--- src/rtl/six_bit_adder.sv ---
// Registered 6-bit adder built from two 3-bit carry-lookahead groups.
// Captures an operation on in_valid and presents flags plus a one-cycle out_valid strobe.
module six_bit_adder (
  input  logic       clk,
  input  logic       rst_n,
  input  logic       in_valid,
  input  logic [5:0] A,
  input  logic [5:0] B,
  input  logic       C0,
  output logic [5:0] S,
  output logic       Cout,
  output logic       ovf,
  output logic       zero,
  output logic       out_valid
);

  // Returns {c3,c2,c1,c0} for a 3-bit lookahead group; c3 feeds the next group.
  function automatic logic [3:0] cla3(input logic [2:0] g, input logic [2:0] p,
                                      input logic cin);
    logic [3:0] c;
    c[0] = cin;
    c[1] = g[0] | (p[0] & cin);
    c[2] = g[1] | (p[1] & g[0]) | (p[1] & p[0] & cin);
    c[3] = g[2] | (p[2] & g[1]) | (p[2] & p[1] & g[0]) | (p[2] & p[1] & p[0] & cin);
    return c;
  endfunction

  logic [5:0] gen_s;
  logic [5:0] prop_s;
  logic [3:0] lo_carry_s;
  logic [3:0] hi_carry_s;
  logic [6:0] carry_s;
  logic [5:0] sum_s;

  logic [5:0] s_r;
  logic       cout_r;
  logic       ovf_r;
  logic       zero_r;
  logic       out_valid_r;

  // Combinational sum: per-bit generate/propagate, low group carry chains into high group.
  always_comb begin
    gen_s      = A & B;
    prop_s     = A ^ B;
    lo_carry_s = cla3(gen_s[2:0], prop_s[2:0], C0);
    hi_carry_s = cla3(gen_s[5:3], prop_s[5:3], lo_carry_s[3]);
    carry_s    = {hi_carry_s, lo_carry_s[2:0]};
    sum_s      = prop_s ^ carry_s[5:0];
  end

  // Result registers: capture on in_valid, otherwise hold the last result and drop the strobe.
  always_ff @(posedge clk or negedge rst_n) begin
    if (!rst_n) begin
      s_r         <= 6'b000000;
      cout_r      <= 1'b0;
      ovf_r       <= 1'b0;
      zero_r      <= 1'b1;
      out_valid_r <= 1'b0;
    end else if (in_valid) begin
      s_r         <= sum_s;
      cout_r      <= carry_s[6];
      ovf_r       <= carry_s[5] ^ carry_s[6];
      zero_r      <= (sum_s == 6'b000000);
      out_valid_r <= 1'b1;
    end else begin
      s_r         <= s_r;
      cout_r      <= cout_r;
      ovf_r       <= ovf_r;
      zero_r      <= zero_r;
      out_valid_r <= 1'b0;
    end
  end

  assign S         = s_r;
  assign Cout      = cout_r;
  assign ovf       = ovf_r;
  assign zero      = zero_r;
  assign out_valid = out_valid_r;

endmodule

--- config.mk ---
export PLATFORM = sky130hd
export DESIGN_NAME = six_bit_adder
export DESIGN_NICKNAME = d
export VERILOG_FILES = /design/src/rtl/six_bit_adder.sv
export SDC_FILE = /design/constraint.sdc
export NUM_CORES = 1
export LEC_CHECK = 0
export ABC_AREA = 0
export BUFFER_PORTS_ARGS = -buffer_cell sky130_fd_sc_hd__buf_2
export CAP_MARGIN = 5
export CORE_MARGIN = 2
export CORE_UTILIZATION = 40
export CTS_CLUSTER_SIZE = 8
export DETAILED_ROUTE_END_ITERATION = 6
export PLACE_DENSITY = 0.83
export SLEW_MARGIN = 30
export SYNTH_ARGS = -nofsm -noshare
export SYNTH_HDL_FRONTEND = slang
export SYNTH_SLANG_ARGS = --single-unit
--- constraint.sdc ---
create_clock -name clk -period 0.8 [get_ports clk]
set_input_delay 0.16 -clock clk [delete_from_list [all_inputs] [get_ports clk]]
set_output_delay 0.16 -clock clk [all_outputs]
set_load 0.01 [all_outputs]
# Word level (Yosys, flattened, before mapping)
# Index checks and enable logic that the tools add are counted.
dict set report word_totals {
  reg_bits 10
  inputBits 16
  out_inout_bits 10
  wordCells 41
}
dict set report classes {
  muxes 1
  bitwise_logic 34
  reduce_logical 1
}
# cell count
set op_table {}
lappend op_table {{$and A1 B1 Y1} 18}
lappend op_table {{$or A1 B1 Y1} 12}
lappend op_table {{$xor A6 B6 Y6} 2}
lappend op_table {{$and A6 B6 Y6} 1}
lappend op_table {{$logic_not A6 Y1} 1}
lappend op_table {{$mux W1} 1}
lappend op_table {{$xor A1 B1 Y1} 1}

# Depth between registers and ports, before layout
# Gate-level depths: netlist (run 1).
dict set report depth {
  word_depth 9
  mapped_depth 6
  depth_no_buf 6
}

# Worst setup path before layout (run 1)
# No wires, ideal clock.
dict set report synth_timing {
  path_kind {in2reg}
  from {input A[2]}
  to {register zero_r (netlist: zero)}
  setup_time_ps 97
  arrival_ps 1550
  required_ps 703
  path_slack_ps -847
  cell_stages 6
  n_path_buf 0
  path_cell_list {ha_1 -> a41o_1 -> a21oi_2 -> fa_1 -> xnor2_1 -> o41ai_2}
}
dict set report synth_via {
  elab_chain_cells 9
  word_cells_on_any_way 16
  classes_between {bitwise (15); reduce/logical (1)}
}
# element line
set synth_rtl {}
lappend synth_rtl {{start: declaration} 7} ;# input logic [5:0] A,
lappend synth_rtl {{$xor A6 B6 Y6} 44} ;# prop_s = A ^ B;
lappend synth_rtl {{$and A1 B1 Y1} 24} ;# c[3] = g[2] | (p[2] & g[1]) | (p[2] & p[1] & g[0]) | (p[2] & p[1] & p[0] & cin);
lappend synth_rtl {{$or A1 B1 Y1 / $and A1 B1 Y1 (equally long branches) (2 in series)} 24}
lappend synth_rtl {{$or A1 B1 Y1} 24}
lappend synth_rtl {{$and A1 B1 Y1 (on tied branches)} {22, 23}}
lappend synth_rtl {{$or A1 B1 Y1 (on tied branches)} {22, 23}}
lappend synth_rtl {{$xor A6 B6 Y6 (*)} 48} ;# sum_s = prop_s ^ carry_s[5:0];
lappend synth_rtl {{$logic_not A6 Y1 (*)} 63} ;# zero_r <= (sum_s == 6'b000000);
lappend synth_rtl {{end signal: assignment} 63}
lappend synth_rtl {{end signal: assignment} 69} ;# zero_r <= zero_r;
lappend synth_rtl {{end: declaration} 38} ;# logic zero_r;
# Mark *: on every way between the ends. The rest lies on a longest branch, timed or not.
# A chain may end at the register's enable or synchronous reset.

# Worst setup path after layout (run 1)
dict set report layout_timing {
  from {input B[2]}
  to {register zero_r (netlist: zero)}
}
dict set report layout_via {
  elab_chain_cells 9
  word_cells_on_any_way 16
  classes_between {bitwise (15); reduce/logical (1)}
}
# element line
set layout_rtl {}
lappend layout_rtl {{start: declaration} 8} ;# input logic [5:0] B,
lappend layout_rtl {{$xor A6 B6 Y6} 44}
lappend layout_rtl {{$and A1 B1 Y1} 24}
lappend layout_rtl {{$or A1 B1 Y1 / $and A1 B1 Y1 (equally long branches) (2 in series)} 24}
lappend layout_rtl {{$or A1 B1 Y1} 24}
lappend layout_rtl {{$and A1 B1 Y1 (on tied branches)} {22, 23}}
lappend layout_rtl {{$or A1 B1 Y1 (on tied branches)} {22, 23}}
lappend layout_rtl {{$xor A6 B6 Y6 (*)} 48}
lappend layout_rtl {{$logic_not A6 Y1 (*)} 63}
# Marks and branches as above.

==> flow_summary.ini, run 1 <==
[outcome]
outcome = finished, violations left
violations = setup timing

[critical_path]
rr_worst_depth = 2
cp.required_ps = 970
critical_path_class = in2reg
r2r_start = S[4]
reg2reg_to = S[4]
arrival_ps = 1600
reg2reg_slack_ps = -90
setup.worst_path.start = B[2]
crit_path_start_kind = input port
worstSetupEndpointType = flip-flop
worst-path-max-fanout = 2

[cells_and_area]
final_util = 0.787
nNetsFinal = 129
fill_cells = 85
multiInputGateArea_um2 = 448
ff_latch_area_um2 = 251
drive_above_1_share = 0.702
finalInstanceArea_um2 = 1140
area_growth_pct = 89.2
n_antenna_cell = 0
final_cells = 120

[yosys]
async_flop_share = 1.00
ys.warnings.count = 0
synth_area_leaders = dfrtp_1 37%, ha_1 12%, mux2_2 7.5%
synth.net_count = 75
synth_edf_count = 0
synth_cell_types = 20
syn_area_um2 = 604
synth_ff_type = dfrtp_1
syn_area_per_cell_um2 = 11.8
ys_seq_elements = 10
yosys.area.top_type = dfrtp_1
yosysTopAreaCellShare = 0.373
seq_area_frac_synth = 0.416
netlist_instances = 51

[sta]
fin_crit_sh = 1.78
hold_viol = 0
setup_ws_ps = -625
layout_min_cycle_time_ps = 1420
tightest_slew_ps = 267
drv_slew = 0
finalClockSkew_ps = 0
rsz0062_at_grt = yes
max_slew_margin = 0.821
fmax_mhz = 702
finalSetupViolations = 19

[min_path]
hold_end = zero
worst_hold_path.num_cells = 3
hold_start = in_valid
hold_path.class = in2reg

[placed_design]
place_area_um2 = 905
place_congestion = 0.761
port_buffers = 25
post-dp-hpwl_um = 1040
dp_cells = 105
pre_cts_slack_ps = -945

[power_and_ir_drop]
ir_drop_mv = 0.867
pwr-share-comb = 0.445
switching_share = 0.293
clkPwrFrac = 0.229
power_density_nw_per_um2 = 1720
pwr-share-seq = 0.327
p_sw_mw = 0.574
internal-power_mw = 1.39
power_leakage_nw = 0.580

[cts]
clk-insertion-delay-late_ps = 260
cts.sinks = 10
cts_tree = done
cts_root_buffer = clkbuf_4
clkTransAtPathRegs_ps = 70
clockBufferDepth = 2
h-tree-depth = 1
cts_buffers = 3

[die]
fp.dieArea_um2 = 1840
die_y_um = 42.9
start_util = 0.416
io_pins = 26
std_cell_rows = 14
die_x_um = 42.9
core_um2 = 1450

[grt]
grt_pass1_wl_um = 2530
grt_pass1_vias = 578
gr-usage-all-layers = 0.185
grt_max_degree = 11
overflow = 0
grt_antenna_before_repair = 0

[drt]
wl_um = 1490
vias_per_cell = 4.70
drt_iter0_drc = 6
vias = 564
drt_pre_antenna_iters = 3
drcViolationCount = 0
ant_nets = 0
wl_per_cell_um = 12.4

[flow_run]
drv_cap = 0
-- repair_timing --
action / in CTS / in global routing
hold endpoints to repair: 10 / 0
resized for setup: 20 / 2
pin swaps: 6 / 3
setup buffers: 7 / 4
endpoints found under the setup margin: 19 / 19
hold buffers: 1 / 0
-- placed cells by master (no fill, tap or decap), types with 2 or more instances in the layout --
cell type / n
a21o_1: 2
inv_1: 3
a21oi_2: 4
clkbuf_4: 3
buf_4: 21
dfrtp_1: 9
nor2_1: 4
ha_4: 3
fa_2: 2
xnor2_2: 2
a21oi_1: 2
mux2i_1: 2
buf_2: 17
mux2_4: 4
ha_1: 3
buf_6: 11
-- Yosys cell counts (all sizes together), types with 2 or more instances --
| master | count |
|---|---|
| fa | 2 |
| inv | 3 |
| ha | 6 |
| mux2 | 4 |
| dfrtp | 9 |
| xnor2 | 3 |
| a21oi | 7 |
| mux2i | 2 |
| nor2 | 4 |
| a21o | 2 |
-- final cells by class --
class,instances,share of cell area
multi-input combinational,37,0.392
timing repair buffer,50,0.329
sequential,10,0.220
clock buffer,4,0.0317
tap,16,0.0175
inverter,3,0.00985
-- stage by stage --
step	TNS, ps	power (mW)	hold WS, ps
global route	-5840	2.07	267
detailed placement	-6560	1.27	24.2
floorplan	-4170	0.983	-136
finish	-5160	1.96	245
CTS	-5210	1.90	249
global placement	-6380	1.25	21.1
-- worst max-delay path, stage by stage --
cell      delay (ps)
buf_6            100
ha_4             260
a41o_1           180
a21oi_2           50
fa_2             530
nand4b_1         110
o41ai_2          220
-- layer usage --
metal  up-vias  GRT usage  part of all wire
li1        284          -                 -
met1       257      0.239              0.44
met2        19      0.300              0.49
met3         4     0.0128             0.048
met4         0      0.113             0.023
met5         -          0                 0
-- worst max-delay path by stage --
stage | end | slack, ps
2_1_floorplan | zero | -770
3_3_place_gp | zero | -900
3_5_place_dp | zero | -940
4_1_cts | zero | -650
5_1_grt | zero | -710
6_report | zero | -620
-- state kept, by name, indices dropped and copies added, names as in the netlist --
register / count
S: 6
out_valid: 1
Cout: 1
ovf: 1
zero: 1
-- power by group through the flow --
stage	combinational, mW	clock (mW)	sequential, mW
finish	0.872	0.449	0.641
global route	0.944	0.479	0.651
CTS	0.804	0.456	0.639
detailed placement	0.618	0	0.652
global placement	0.604	0	0.649
floorplan	0.288	0	0.695
-- cell families after synthesis --
kind of cell    count (synthesis)  share of synthesized area
buf+inv                         4                     0.0248
compound gates                 12                      0.147
mux                             6                      0.108
fa+ha+maj                       8                      0.190
flops                          10                      0.416
xor+xnor                        4                     0.0580
simple gates                    7                     0.0559
Note: power is estimated with default switching activity, not from simulation.
==> inputs of run 2 (changes only) <==
--- a/config.mk
+++ b/config.mk
@@ -8,11 +8,13 @@
 export ABC_AREA = 0
 export BUFFER_PORTS_ARGS = -buffer_cell sky130_fd_sc_hd__buf_2
 export CAP_MARGIN = 5
+export CELL_PAD_IN_SITES_DETAIL_PLACEMENT = 0
+export CELL_PAD_IN_SITES_GLOBAL_PLACEMENT = 1
 export CORE_MARGIN = 2
-export CORE_UTILIZATION = 40
+export CORE_UTILIZATION = 30
 export CTS_CLUSTER_SIZE = 8
 export DETAILED_ROUTE_END_ITERATION = 6
-export PLACE_DENSITY = 0.83
+export PLACE_DENSITY = 0.75
 export SLEW_MARGIN = 30
 export SYNTH_ARGS = -nofsm -noshare
 export SYNTH_HDL_FRONTEND = slang
==> run 2 against run 1 <==
Net effect: the run still ends with setup timing left; global-route usage down 4.9 points; setup slack worse by 15 ps; sequential share of layout area up 0.37 points; wire length down 2.8%; largest cell class unchanged; critical path type unchanged; non-clock buffer count down 3; largest power group unchanged; worst hold slack better by 5.3 ps; final area down 1.6%; power down 7.0%.
==> flow_summary.ini, run 2 (synthesis results as in run 1) <==
[outcome]
outcome = finished, violations left
violations = setup timing

[critical_path]
cp.required_ps = 960
worstSetupEndpointType = flip-flop
critical_path_class = in2reg
worst-path-max-fanout = 2
reg2reg_to = S[4]
crit_path_start_kind = input port
r2r_start = S[4]
reg2reg_slack_ps = -80
arrival_ps = 1600
rr_worst_depth = 2

[power_and_ir_drop]
p_sw_mw = 0.547
ir_drop_mv = 0.716
finalPower_mw = 1.82
internal-power_mw = 1.28
pwr-share-seq = 0.350
clkPwrFrac = 0.196
power_leakage_nw = 0.556
power_density_nw_per_um2 = 1620
pwr-share-comb = 0.454
switching_share = 0.300

[cts]
clkTransAtPathRegs_ps = 70
h-tree-depth = 1
cts_tree = done
cts_buffers = 3
cts.sinks = 10
clockBufferDepth = 2
cts_root_buffer = clkbuf_4
clk-insertion-delay-late_ps = 260

[placed_design]
dp_cells = 115
port_buffers = 25
place_congestion = 0.752
place_area_um2 = 911
post-dp-hpwl_um = 1130

[cells_and_area]
mostFrequentLayoutCells = 18 x buf_4, 17 x buf_2, 10 x buf_6
final_common_cell = buf_4
drive_above_1_share = 0.683
fill_cells = 168
final_util = 0.585
finalInstanceArea_um2 = 1120
area_growth_pct = 86.1
largest_reg_flops = 6
n_antenna_cell = 0
nNetsFinal = 126
final_cells = 128

[sta]
finalSetupViolations = 19
rsz0062_at_grt = yes
setup_ws_ps = -640
drv_slew = 0
hold_viol = 0
tightest_slew_ps = 272
max_slew_margin = 0.817
finalClockSkew_ps = 0
fmax_mhz = 695
layout_min_cycle_time_ps = 1440
fin_crit_sh = 1.80

[grt]
grt_antenna_before_repair = 0
grt_pass1_wl_um = 2590
gr-usage-all-layers = 0.136
grt_pass1_vias = 638
overflow = 0
grt_max_degree = 11

[die]
io_pins = 26
start_util = 0.314
fp.dieArea_um2 = 2390
core_um2 = 1920
die_x_um = 48.9
std_cell_rows = 16
die_y_um = 48.9

[min_path]
hold_start = in_valid
hold_path.class = in2reg
hold_end = S[3]
worst_hold_path.num_cells = 2

[drt]
vias_per_cell = 4.46
vias = 571
wl_per_cell_um = 11.3
ant_nets = 0
wl_um = 1450
drcViolationCount = 0
drt_pre_antenna_iters = 4
drt_iter0_drc = 6

[flow_run]
drv_cap = 0
## run 2: repair_timing
action / CTS / global route
buffers inserted: 6 / 2
pin swaps: 6 / 5
endpoints found under the hold margin: 10 / 0
endpoints found under the setup margin: 19 / 19
hold buffers: 1 / 0
resized for setup: 19 / 4
## run 2: worst max-delay path, cell delays in order
cell	delay, ps
buf_6	90
ha_4	250
a41o_1	180
a21oi_2	50
fa_2	530
nand4b_1	120
o41ai_2	210
## run 2: how the worst max path moves through the flow
stage | start | end | slack [ps] | depth (start not counted)
after global placement | B[1] | zero | -910 | 7
after global routing | B[2] | zero | -700 | 7
after detailed placement | B[1] | zero | -940 | 7
final | B[2] | zero | -640 | 7
after CTS | B[2] | zero | -650 | 7
after floorplan | B[2] | zero | -770 | 6
## run 2: power by group through the flow
stage	clock network [mW]	registers, mW	logic [mW]
final	0.357	0.639	0.829
after global routing	0.391	0.650	0.903
after CTS	0.362	0.640	0.795
after detailed placement	0	0.655	0.623
after global placement	0	0.648	0.607
after floorplan	0	0.695	0.288
## run 2: cell type report
class	count	area (µm²)	area share
multi-input cells	37	444	0.395
repair buffers	47	358	0.318
flip-flops and latches	10	251	0.224
well taps	27	33.8	0.0300
clock buffers	4	26.3	0.0234
inverters	3	11.3	0.0100
## run 2: metal layers
layer  wire length, µm  global-route usage  share of wire
met1               605               0.154           0.42
met4                 6              0.0429         0.0041
met5                 0                   0              0
met2               762               0.258           0.53
met3                73              0.0215          0.050
## run 2: metrics by stage
step	worst slack [ps]	hold WS (ps)	setup TNS, ps
after CTS	-646	251	-5300
final	-640	251	-5230
after detailed placement	-944	27.5	-6710
after global placement	-908	25.6	-6430
after global routing	-702	258	-5940
after floorplan	-771	-136	-4170
==> inputs of run 3 (changes only) <==
--- a/config.mk
+++ b/config.mk
@@ -10,12 +10,12 @@
 export CAP_MARGIN = 5
 export CELL_PAD_IN_SITES_DETAIL_PLACEMENT = 0
 export CELL_PAD_IN_SITES_GLOBAL_PLACEMENT = 1
-export CORE_MARGIN = 2
+export CORE_MARGIN = 1
 export CORE_UTILIZATION = 30
 export CTS_CLUSTER_SIZE = 8
 export DETAILED_ROUTE_END_ITERATION = 6
-export PLACE_DENSITY = 0.75
-export SLEW_MARGIN = 30
+export PLACE_DENSITY = 0.72
+export SLEW_MARGIN = 20
 export SYNTH_ARGS = -nofsm -noshare
 export SYNTH_HDL_FRONTEND = slang
 export SYNTH_SLANG_ARGS = --single-unit
==> run 3 against run 2 <==
Net effect: fmax fell by 0.66%; worst hold slack got worse by 0.91 ps; critical path type unchanged; die area fell by 8.0%; the run still ends with setup timing left; largest power group unchanged.
==> flow_summary.ini, run 3 (synthesis results as in run 1) <==
[cts]
cts_tree = done
cts_buffers = 3
cts.sinks = 10
clkTransAtPathRegs_ps = 70
cts_root_buffer = clkbuf_4
clk-insertion-delay-late_ps = 260
clockBufferDepth = 2
h-tree-depth = 1

[cells_and_area]
finalInstanceArea_um2 = 1130
n_antenna_cell = 0
nNetsFinal = 125
drive_above_1_share = 0.680
largest_reg_flops = 6
area_growth_pct = 86.3
mostFrequentLayoutCells = 17 x buf_4, 15 x buf_2, 12 x buf_6
fill_cells = 148
final_util = 0.625
final_common_cell = buf_4

[sta]
hold_viol = 0
fmax_mhz = 690
setup_ws_ps = -649
max_slew_margin = 0.806
rsz0062_at_grt = yes
fin_crit_sh = 1.81
tightest_slew_ps = 289
finalClockSkew_ps = 0
fin_tns_setup_ps = -5170
drv_slew = 0
finalSetupViolations = 19
layout_min_cycle_time_ps = 1450

[min_path]
hold_path.class = in2reg

[critical_path]
r2r_start = S[2]
rr_worst_depth = 2
arrival_ps = 1620
reg2reg_to = S[2]
worst-path-max-fanout = 2
critical_path_class = in2reg
setup.worst_path.start = B[2]
crit_path_start_kind = input port
cp-endpoint = zero
reg2reg_slack_ps = -90
worstSetupEndpointType = flip-flop
cp.required_ps = 970

[drt]
vias = 540
ant_nets = 0
drcViolationCount = 0
wl_um = 1380
vias_per_cell = 4.32
drt_pre_antenna_iters = 4
wl_per_cell_um = 11.0
drt_iter0_drc = 8

[grt]
overflow = 0
grt_pass1_vias = 537
use_met2 = 0.222
top_usage_layer = met2
grt_use_met1 = 0.199
gr-usage-all-layers = 0.142
grt_antenna_before_repair = 0
grt_max_degree = 11
grt_use_met3 = 0.0231
grt_pass1_wl_um = 2220

[flow_run]
drv_cap = 0

[die]
std_cell_rows = 15
die_y_um = 46.9
die_x_um = 46.9
start_util = 0.335
core_um2 = 1800
io_pins = 26
fp.dieArea_um2 = 2200

[placed_design]
post-dp-hpwl_um = 1050
pre_cts_slack_ps = -942
place_area_um2 = 908
port_buffers = 25
place_congestion = 0.692

[power_and_ir_drop]
power_leakage_nw = 0.560
finalPower_mw = 1.93
ir_drop_mv = 0.809
power_density_nw_per_um2 = 1710

[outcome]
outcome = finished, violations left
violations = setup timing
==> run 3: cell count changes in the layout (fill, tap and decap cells not counted), sizes merged <==
cell / change
buf: -1
==> run 3: worst min path at each step <==
stage / startpoint / endpoint / slack (ps) / cells after the start
final: in_valid / zero / 250 / 3
after global routing: in_valid / zero / 260 / 3
after CTS: in_valid / zero / 240 / 3
after detailed placement: rst_n / S[4] / 30 / 1
after global placement: rst_n / S[5] / 30 / 1
after floorplan: rst_n / Cout / -140 / 0
==> run 3: timing repair <==
item                                    in CTS  in global routing
setup buffers                                5                  4
endpoints found under the hold margin       10                  0
pin swaps                                    6                  5
resized for setup                           18                  4
endpoints found under the setup margin      19                 19
hold buffers                                 1                  0
==> run 3: report_power, final <==
group	switching (mW)	internal, mW	leakage, nW	total [mW]
sequential	0.0480	0.597	0.115	0.645
clock	0.177	0.276	0.0210	0.453
combinational	0.331	0.499	0.424	0.831
==> run 3: worst max-delay path, stage by stage <==
cell	delay, ps
buf_6	90
ha_4	260
a41o_1	180
a21oi_2	50
fa_2	530
nand4b_1	130
o41ai_2	220
==> run 3: metrics by stage <==
step	instances	hold WS, ps
after floorplan	51	-136
after global placement	113	27.7
after detailed placement	113	28.9
after CTS	122	244
after global routing	125	262
final	125	250
==> run 3: area by class of cell <==
class	count	area, µm²	share of cell area
clock buffer	4	36.3	0.0322
tap	25	31.3	0.0278
timing repair buffer	46	363	0.322
multi-input combinational	37	433	0.384
inverter	3	11.3	0.0100
sequential	10	251	0.223
==> run 3: metal layers <==
metal / share of wire / up-vias
li1: - / 279
met4: 0 / 0
met5: 0 / -
met2: 0.51 / 14
met3: 0.043 / 0
met1: 0.45 / 247
